===== src/rtl/serial_sub_pkg.sv =====
// serial_sub_pkg
// Shared definitions for the bit-serial subtractor slice: FSM state
// encodings, the default operand width and the bit-counter width helper.
// Optional feature macro used by the design: SERIAL_SUB_SIGNED_EN
// (adds the registered signed-overflow flag).
package serial_sub_pkg;

  localparam int DEFAULT_WIDTH = 8;

  typedef enum logic [1:0] {
    IDLE = 2'd0,
    RUN  = 2'd1,
    DONE = 2'd2
  } state_t;

  // Counter must be able to hold WIDTH itself, hence clog2(WIDTH+1).
  function automatic int cntWidth(input int width);
    return $clog2(width + 1);
  endfunction

endpackage


===== src/rtl/serial_subtractor_fs_cell.sv =====
// half_sub / fs_cell
// Combinational subtractor stages.
//   half_sub : a, b        -> d = a ^ b, bout = ~a & b
//   fs_cell  : a, b, bin   -> d = a ^ b ^ bin,
//                             bout = (~a & b) | (~(a ^ b) & bin)
// fs_cell is built from two half subtractors; the second one subtracts the
// incoming borrow from the first difference, and either stage may borrow.
module half_sub (
  input  logic a,
  input  logic b,
  output logic d,
  output logic bout
);

  assign d    = a ^ b;
  assign bout = ~a & b;

endmodule

module fs_cell (
  input  logic a,
  input  logic b,
  input  logic bin,
  output logic d,
  output logic bout
);

  logic d1;
  logic b1;
  logic b2;

  half_sub hs1 (
    .a    (a),
    .b    (b),
    .d    (d1),
    .bout (b1)
  );

  half_sub hs2 (
    .a    (d1),
    .b    (bin),
    .d    (d),
    .bout (b2)
  );

  // The two half-subtractor borrows are never both set, so OR is exact.
  assign bout = b1 | b2;

endmodule


===== src/rtl/serial_subtractor.sv =====
// serial_subtractor
// Bit-serial WIDTH-bit subtractor, diff = a - b, one bit per clock, LSB
// first, with valid/ready handshakes on both sides.
// Ports:
//   clk, rst_n            clock, asynchronous active-low reset
//   in_valid / in_ready   operand handshake (in_ready only in IDLE)
//   a, b                  minuend / subtrahend
//   out_valid / out_ready result handshake (out_valid only in DONE)
//   diff                  a - b modulo 2^WIDTH, held until the next result
//   borrow_out            1 when a < b (unsigned)
//   overflow              signed overflow, registered only when
//                         SERIAL_SUB_SIGNED_EN is defined, otherwise 0
module serial_subtractor
  import serial_sub_pkg::*;
#(
  parameter int WIDTH = DEFAULT_WIDTH
) (
  input  logic             clk,
  input  logic             rst_n,
  input  logic             in_valid,
  output logic             in_ready,
  input  logic [WIDTH-1:0] a,
  input  logic [WIDTH-1:0] b,
  output logic             out_valid,
  input  logic             out_ready,
  output logic [WIDTH-1:0] diff,
  output logic             borrow_out,
  output logic             overflow
);

  localparam int CNT_W = cntWidth(WIDTH);
  localparam logic [CNT_W-1:0] CNT_LAST = CNT_W'(WIDTH - 1);
  localparam logic [CNT_W-1:0] CNT_ONE  = CNT_W'(1);

  state_t state_q;
  state_t state_d;

  logic [WIDTH-1:0] sa_q;
  logic [WIDTH-1:0] sb_q;
  // Holds the WIDTH-1 low result bits; the final bit is appended on the
  // last RUN edge straight into diff_q.
  logic [WIDTH-2:0] res_q;
  logic             borrow_q;
  logic [CNT_W-1:0] cnt_q;
  logic [WIDTH-1:0] diff_q;
  logic             borrowOut_q;

  logic             bitD;
  logic             bitBout;
  logic [WIDTH-1:0] resNext;
  logic             accept;
  logic             lastBit;

  fs_cell u_fs (
    .a    (sa_q[0]),
    .b    (sb_q[0]),
    .bin  (borrow_q),
    .d    (bitD),
    .bout (bitBout)
  );

  assign resNext = {bitD, res_q};
  assign accept  = (state_q == IDLE) && in_valid;
  assign lastBit = (state_q == RUN) && (cnt_q == CNT_LAST);

  // State register
  always_ff @(posedge clk or negedge rst_n) begin
    if (!rst_n) state_q <= IDLE;
    else        state_q <= state_d;
  end

  // Next-state logic
  always_comb begin
    state_d = state_q;
    case (state_q)
      IDLE:    if (in_valid)  state_d = RUN;
      RUN:     if (lastBit)   state_d = DONE;
      DONE:    if (out_ready) state_d = IDLE;
      default: state_d = IDLE;
    endcase
  end

  // Output decode
  always_comb begin
    in_ready  = 1'b0;
    out_valid = 1'b0;
    case (state_q)
      IDLE:    in_ready  = 1'b1;
      DONE:    out_valid = 1'b1;
      default: ;
    endcase
  end

  // Serial datapath: operand capture, per-bit shift and result register
  always_ff @(posedge clk or negedge rst_n) begin
    if (!rst_n) begin
      sa_q        <= '0;
      sb_q        <= '0;
      res_q       <= '0;
      borrow_q    <= 1'b0;
      cnt_q       <= '0;
      diff_q      <= '0;
      borrowOut_q <= 1'b0;
    end else if (accept) begin
      sa_q     <= a;
      sb_q     <= b;
      borrow_q <= 1'b0;
      cnt_q    <= '0;
    end else if (state_q == RUN) begin
      sa_q     <= {1'b0, sa_q[WIDTH-1:1]};
      sb_q     <= {1'b0, sb_q[WIDTH-1:1]};
      res_q    <= resNext[WIDTH-1:1];
      borrow_q <= bitBout;
      cnt_q    <= cnt_q + CNT_ONE;
      if (lastBit) begin
        diff_q      <= resNext;
        borrowOut_q <= bitBout;
      end
    end
  end

  assign diff       = diff_q;
  assign borrow_out = borrowOut_q;

`ifdef SERIAL_SUB_SIGNED_EN
  logic aMsb_q;
  logic bMsb_q;
  logic overflow_q;

  // Operand sign bits are kept separately because the shift registers lose
  // them; on the last edge bitD is the result sign bit.
  always_ff @(posedge clk or negedge rst_n) begin
    if (!rst_n) begin
      aMsb_q     <= 1'b0;
      bMsb_q     <= 1'b0;
      overflow_q <= 1'b0;
    end else if (accept) begin
      aMsb_q <= a[WIDTH-1];
      bMsb_q <= b[WIDTH-1];
    end else if (lastBit) begin
      overflow_q <= (aMsb_q != bMsb_q) && (bitD != aMsb_q);
    end
  end

  assign overflow = overflow_q;
`else
  assign overflow = 1'b0;
`endif

endmodule


===== config.mk =====
export PLATFORM = sky130hd
export DESIGN_NAME = serial_subtractor
export DESIGN_NICKNAME = d
export VERILOG_FILES = /design/src/rtl/serial_sub_pkg.sv /design/src/rtl/serial_subtractor_fs_cell.sv /design/src/rtl/serial_subtractor.sv
export SDC_FILE = /design/constraint.sdc
export NUM_CORES = 1
export LEC_CHECK = 0
export ABC_AREA = 1
export ABC_CLOCK_PERIOD_IN_PS = 1700
export CORE_UTILIZATION = 51
export DETAILED_ROUTE_END_ITERATION = 16
export GPL_TIMING_DRIVEN = 0
export PLACE_DENSITY = 0.78
export SETUP_SLACK_MARGIN = 0.02
export SYNTH_ARGS = -nofsm -noshare
export SYNTH_HDL_FRONTEND = slang
export SYNTH_HIERARCHICAL = 1
export SYNTH_SLANG_ARGS = --single-unit

===== constraint.sdc =====
create_clock -name clk -period 1.7 [get_ports clk]
set_clock_uncertainty 0.1 [all_clocks]
set_input_delay 0.17 -clock clk [delete_from_list [all_inputs] [get_ports clk]]
set_output_delay 0.17 -clock clk [all_outputs]
set_load 0.005 [all_outputs]

; ---- Word-level counts from Yosys, hierarchy flattened
; Index checks and enable logic that the tools add are counted.
[totals]
word_cells = 44
register_bits = 39
[classes]
n_reduce_logical = 7
n_mux = 14
bitwise = 8
eq_ne = 6
add_sub_neg = 1
[ops]
columns = cell, count
row1 = $mux W8, 4
row2 = $mux W4, 2
row3 = $mux W2, 3
row4 = $ne A2 B2 Y1 const B, 3
row5 = $pmux W2 S3, 1
row6 = $reduce_and A3 Y1, 2
row7 = $add A4 B1 Y4 const B, 1
row8 = $eq A4 B3 Y1 const B, 1
row9 = $mux W1, 4
row10 = $not A1 Y1, 3
row11 = $and A1 B1 Y1, 2
row12 = $eq A2 B1 Y1 const B, 1
row13 = $eq A2 B2 Y1 const B, 1
row14 = $logic_and A1 B1 Y1, 2
row15 = $logic_not A2 Y1, 1
row16 = $reduce_and A2 Y1, 1
row17 = $reduce_bool A2 Y1, 1
row18 = $xor A1 B1 Y1, 2
row19 = $or A1 B1 Y1, 1

; ---- Logic depth before layout (Yosys ltp)
[logic_depth]
word_depth = 6
ltp_mapped = 9
mapped_depth_nobuf = 9

; ---- Hierarchy
; Netlist, hierarchy kept.
[modules_own_cells]
columns = module, cells_per_inst, area_per_inst_um2, instances
row1 = serial_subtractor, 185, 1670.4, 1
row2 = half_sub, 3, 20.0, 2
row3 = fs_cell, 3, 11.3, 1

; ---- Least setup slack after synthesis
; OpenSTA, ideal clock, no wires.
[synth_timing]
path_type = reg-to-reg
from = register sa_q[0]
to = register res_q[6]
synth_period_minus_slack_ps = 1375
n_path_buf = 0
t_arrival_ps = 1193
setup_slack_ps = 325
setup_time_ps = 83
stages_incl_launch_ff = 9
path_cell_list = dfrtp_1 > inv_1 > ha_1 > inv_1 > inv_1 > ha_1 > inv_1 > inv_1 > o21ai_0
[synth_via]
elab_chain_cells = 2
[synth_lines]
columns = item, line_no
row1 = start: declaration, serial_subtractor.sv:38  ; logic [WIDTH-1:0] sa_q;
row2 = start signal: assignment, serial_subtractor.sv:110  ; sa_q <= {1'b0, sa_q[WIDTH-1:1]};
row3 = $xor A1 B1 Y1, serial_subtractor_fs_cell.sv:15  ; assign d = a ^ b;
row4 = named net u_fs.d1, serial_subtractor_fs_cell.sv:28  ; logic d1;
row5 = $xor A1 B1 Y1, serial_subtractor_fs_cell.sv:15
row6 = named net bitD, serial_subtractor.sv:48  ; logic bitD;
row7 = end signal: assignment, serial_subtractor.sv:112  ; res_q <= resNext[WIDTH-1:1];
row8 = end: declaration, serial_subtractor.sv:42  ; logic [WIDTH-2:0] res_q;
; The timed path passes the listed nets, and every way through them passes these cells.
; A chain may end at the register's enable or synchronous reset.

; ---- Final worst setup path
[layout_timing]
from = register diff_q[0] (netlist: diff[0])
to = output port diff[0]
[layout_lines]
columns = item, line_no
row1 = start: declaration, serial_subtractor.sv:45  ; logic [WIDTH-1:0] diff_q;
row2 = start signal: assignment, serial_subtractor.sv:116  ; diff_q <= resNext;
row3 = end: declaration, serial_subtractor.sv:26  ; output logic [WIDTH-1:0] diff,
; No word-level cell between the ends.

==> run summary <==
=================================================================================
First-pass iteration count of the detailed router ..................            4
Register area share after synthesis ................................       0.5669
Dominant delay contributor by cell family on the critical path ..... buffers and inverters
Post-synthesis sequential element count ............................           39
Number of global-route vias before repair ..........................        1,366
CTS HTree Levels ...................................................            2
Pin count of the biggest net entering global routing ...............           40
Instance count on the critical path ................................            1
Synth Cell Area ....................................................    1722 um^2
Post-route fraction of the period consumed by the critical path ....       0.8836
Total instance count after detailed placement ......................          268
Count of mapped cells out of synthesis .............................          194
Busiest layer in global routing ....................................         met2
Final cell count without fillers ...................................          277
Via count of the routed design .....................................        1,347
Maximum vdd ir drop ................................................    0.9536 mV
Number of distinct library cells after synthesis ...................           19
TritonCTS clock tree ...............................................          yes
Max-cap violation count ............................................            0
Met3 global-route usage ............................................      0.06710
Buffer cell driving the clock tree root ............................ sky130_fd_sc_hd__clkbuf_4
CP max FO ..........................................................            2
Number of fill cells ...............................................          281
Total clock buffers created by CTS .................................            5
I/O pin count ......................................................           32
Count of synthesis-stage warnings from yosys .......................            6
Slack of the worst reg-to-reg path .................................      0.22 ns
Half-perimeter wire length after detailed placement ................      2351 um
Peak Freq ..........................................................    665.8 MHz
Via count normalized by instance count .............................        4.863
Met1 demand-to-capacity share in global routing ....................       0.2606
Setup Total Neg Slack ..............................................         0 ns
Final setup margin .................................................    0.1979 ns
Worst Setup Start Kind .............................................     register
Cell chain of the critical path .................................... clkdlybuf4s50_1
Combined buffer and inverter count along the critical path .........            1
Final Total Pwr ....................................................     3.316 mW
Ratio of cells with drive above 1 in the final layout ..............       0.1288
Effective utilization at floorplan .................................       0.5504
Die X-Extent .......................................................     60.10 um
Data arrival time at the worst-slack endpoint ......................      1.23 ns
Relative slew margins ..............................................       0.4399
First element of the critical path .................................      diff[0]
CTS max path bufs ..................................................            2
Area growth, synth to finish .......................................       24.64%
Total grt overflow .................................................            0
Commonest non-fill, non-tap cell in the layout ..................... sky130_fd_sc_hd__nand2_1
Wire per inst ......................................................     11.93 um
Clock latency of the later-clocked register in the worst-skew pair .      0.35 ns
Global placement routability congestion ............................       0.7046
Critical-path cell with the highest stage delay .................... sky130_fd_sc_hd__clkdlybuf4s50_1
Number of I/O port buffers .........................................           30
Clock-pin slew on the worst setup and hold paths ...................      0.11 ns
Critical path data required time ...................................      1.43 ns
Worst min-delay path class ......................................... input pin to register
Remaining routing DRC violations ...................................            0
Unrepaired setup endpoints after global routing ....................        false
Worst Setup Path Type .............................................. register to output port
Mapped Nets ........................................................          217
Antenna violations before repair ...................................            0
Count of standard-cell rows ........................................           20
Height of the die ..................................................     60.10 um
Wire length of the first global-routing pass .......................      5871 um
Overall track demand over capacity in global routing ...............       0.2259
Commonest cells after routing, fill and taps aside ................. sky130_fd_sc_hd__nand2_1, sky130_fd_sc_hd__dfrtp_1, sky130_fd_sc_hd__clkdlybuf4s50_1, sky130_fd_sc_hd__inv_1, sky130_fd_sc_hd__nand3_1
Number of max-slew violations in the final report ..................            0
Slew at the pin closest to its max-slew limit ......................    0.8402 ns
Outcome ............................................................ finished clean
Number of hold violations in the final report ......................            0
Total Die Area .....................................................    3612 um^2
Net count of the finished layout ...................................          256
Highest cell delay on the worst timing path ........................      0.51 ns
Power density relative to cell area ................................ 1545 nW/um^2
Core Area ..........................................................    3128 um^2
Post-synthesis area per instance ...................................   8.874 um^2
Number of setup violations in the final report .....................            0
Remaining antenna violation count ..................................            0
Reg-to-reg startpoint ..............................................      sa_q[0]
DRT Wirelength .....................................................      3304 um
Fraction of met2 tracks used by global routing .....................       0.3862
Worst-case setup slack after placement .............................   0.07951 ns
Worst r2r dst ......................................................     res_q[6]
Time the final worst path needs with I/O delays and setup ..........     1.502 ns
CP endpoint ........................................................      diff[0]
Diodes inserted ....................................................            0
Iteration-0 DRC count of the detailed router .......................           62
Critical Path End Type .............................................  output port
Cell leakage power .................................................     1.071 nW
Sinks on the clock net .............................................           39
R2r worst-path depth ...............................................            8
=================================================================================
power by group:
part | switching [mW] | total, mW | internal (mW)
logic | 0.719 | 1.32 | 0.597
registers | 0.219 | 1.52 | 1.30
clock network | 0.291 | 0.483 | 0.192
total | 1.23 | 3.32 | 2.09
metal layers:
| layer | wire length [um] | vias to the layer above |
|---|---|---|
| li1 | - | 675 |
| met1 | 1369 | 635 |
| met2 | 1720 | 31 |
| met3 | 157 | 6 |
| met4 | 57 | 0 |
| met5 | 0 | - |
registers in the layout, indices dropped and copies added (netlist names):
signal and count:
diff 8, sa_q 8, state_q 2, res_q 7
borrow_q 1, cnt_q 4, borrow_out 1, sb_q 8
cells in the mapped netlist, drive strengths merged:
cell | instances | share of area
nand2 | 82 | 0.18
xor2 | 1 | 0.0051
dfrtp | 39 | 0.57
clkbuf | 2 | 0.0044
nand3 | 17 | 0.049
inv | 19 | 0.041
o21ai | 19 | 0.073
o31ai | 1 | 0.0044
ha | 3 | 0.022
nor2 | 4 | 0.013
conb | 1 | 0.0022
buf | 6 | 0.036
cell families after synthesis:
logic type	count (synthesis)	share of synthesized area
flip-flops	39	0.5669
buffers and inverters	27	0.08139
other	1	0.002178
XOR/XNOR	1	0.005088
adder cells (fa/ha/maj)	3	0.02180
AO/OA/AOI/OAI	20	0.07704
AND/OR/NAND/NOR	103	0.2456
tightest hold or removal path: stages:
cell	delay, ns
sky130_fd_sc_hd__clkdlybuf4s50_1	0.39
sky130_fd_sc_hd__nand2_1	0.06
sky130_fd_sc_hd__nand2_1	0.04
cell type report:
cell class / count / area, um^2 / share of cell area
buffer: 8 / 68.82 / 0.03207
multi-input combinational: 128 / 608.1 / 0.2834
clock inverter: 1 / 5.005 / 0.002332
sequential: 39 / 975.9 / 0.4548
tap: 44 / 55.05 / 0.02566
timing repair buffer: 32 / 310.3 / 0.1446
clock buffer: 6 / 51.30 / 0.02391
inverter: 19 / 71.32 / 0.03324
through the flow:
step | hold slack [ns] | cell area (um^2) | util
floorplan | -0.2256 | 1722 | -
global placement | 0.3640 | 2077 | 0.6640
detailed placement | 0.2333 | 2072 | 0.6624
CTS | 0.2248 | 2146 | 0.6860
global route | 0.2455 | 2146 | 0.6860
finish | 0.2467 | 2146 | 0.6860
what timing repair did:
action                                 4_1_cts  5_1_grt
hold buffers                                 1        0
setup endpoints to repair                    2        0
endpoints found under the hold margin       39        0
gates resized for setup                      3        0
buffers inserted                             1        0
how the worst min path moves through the flow:
stage,start,endpoint,cells after the start
finish,a[7],sa_q[7],3
global route,a[7],sa_q[7],3
CTS,a[7],sa_q[7],3
detailed placement,rst_n,diff[2],1
global placement,sb_q[7],sb_q[7],2
floorplan,rst_n,borrow_out,0
No activity file was read; power rests on OpenSTA's default activity.
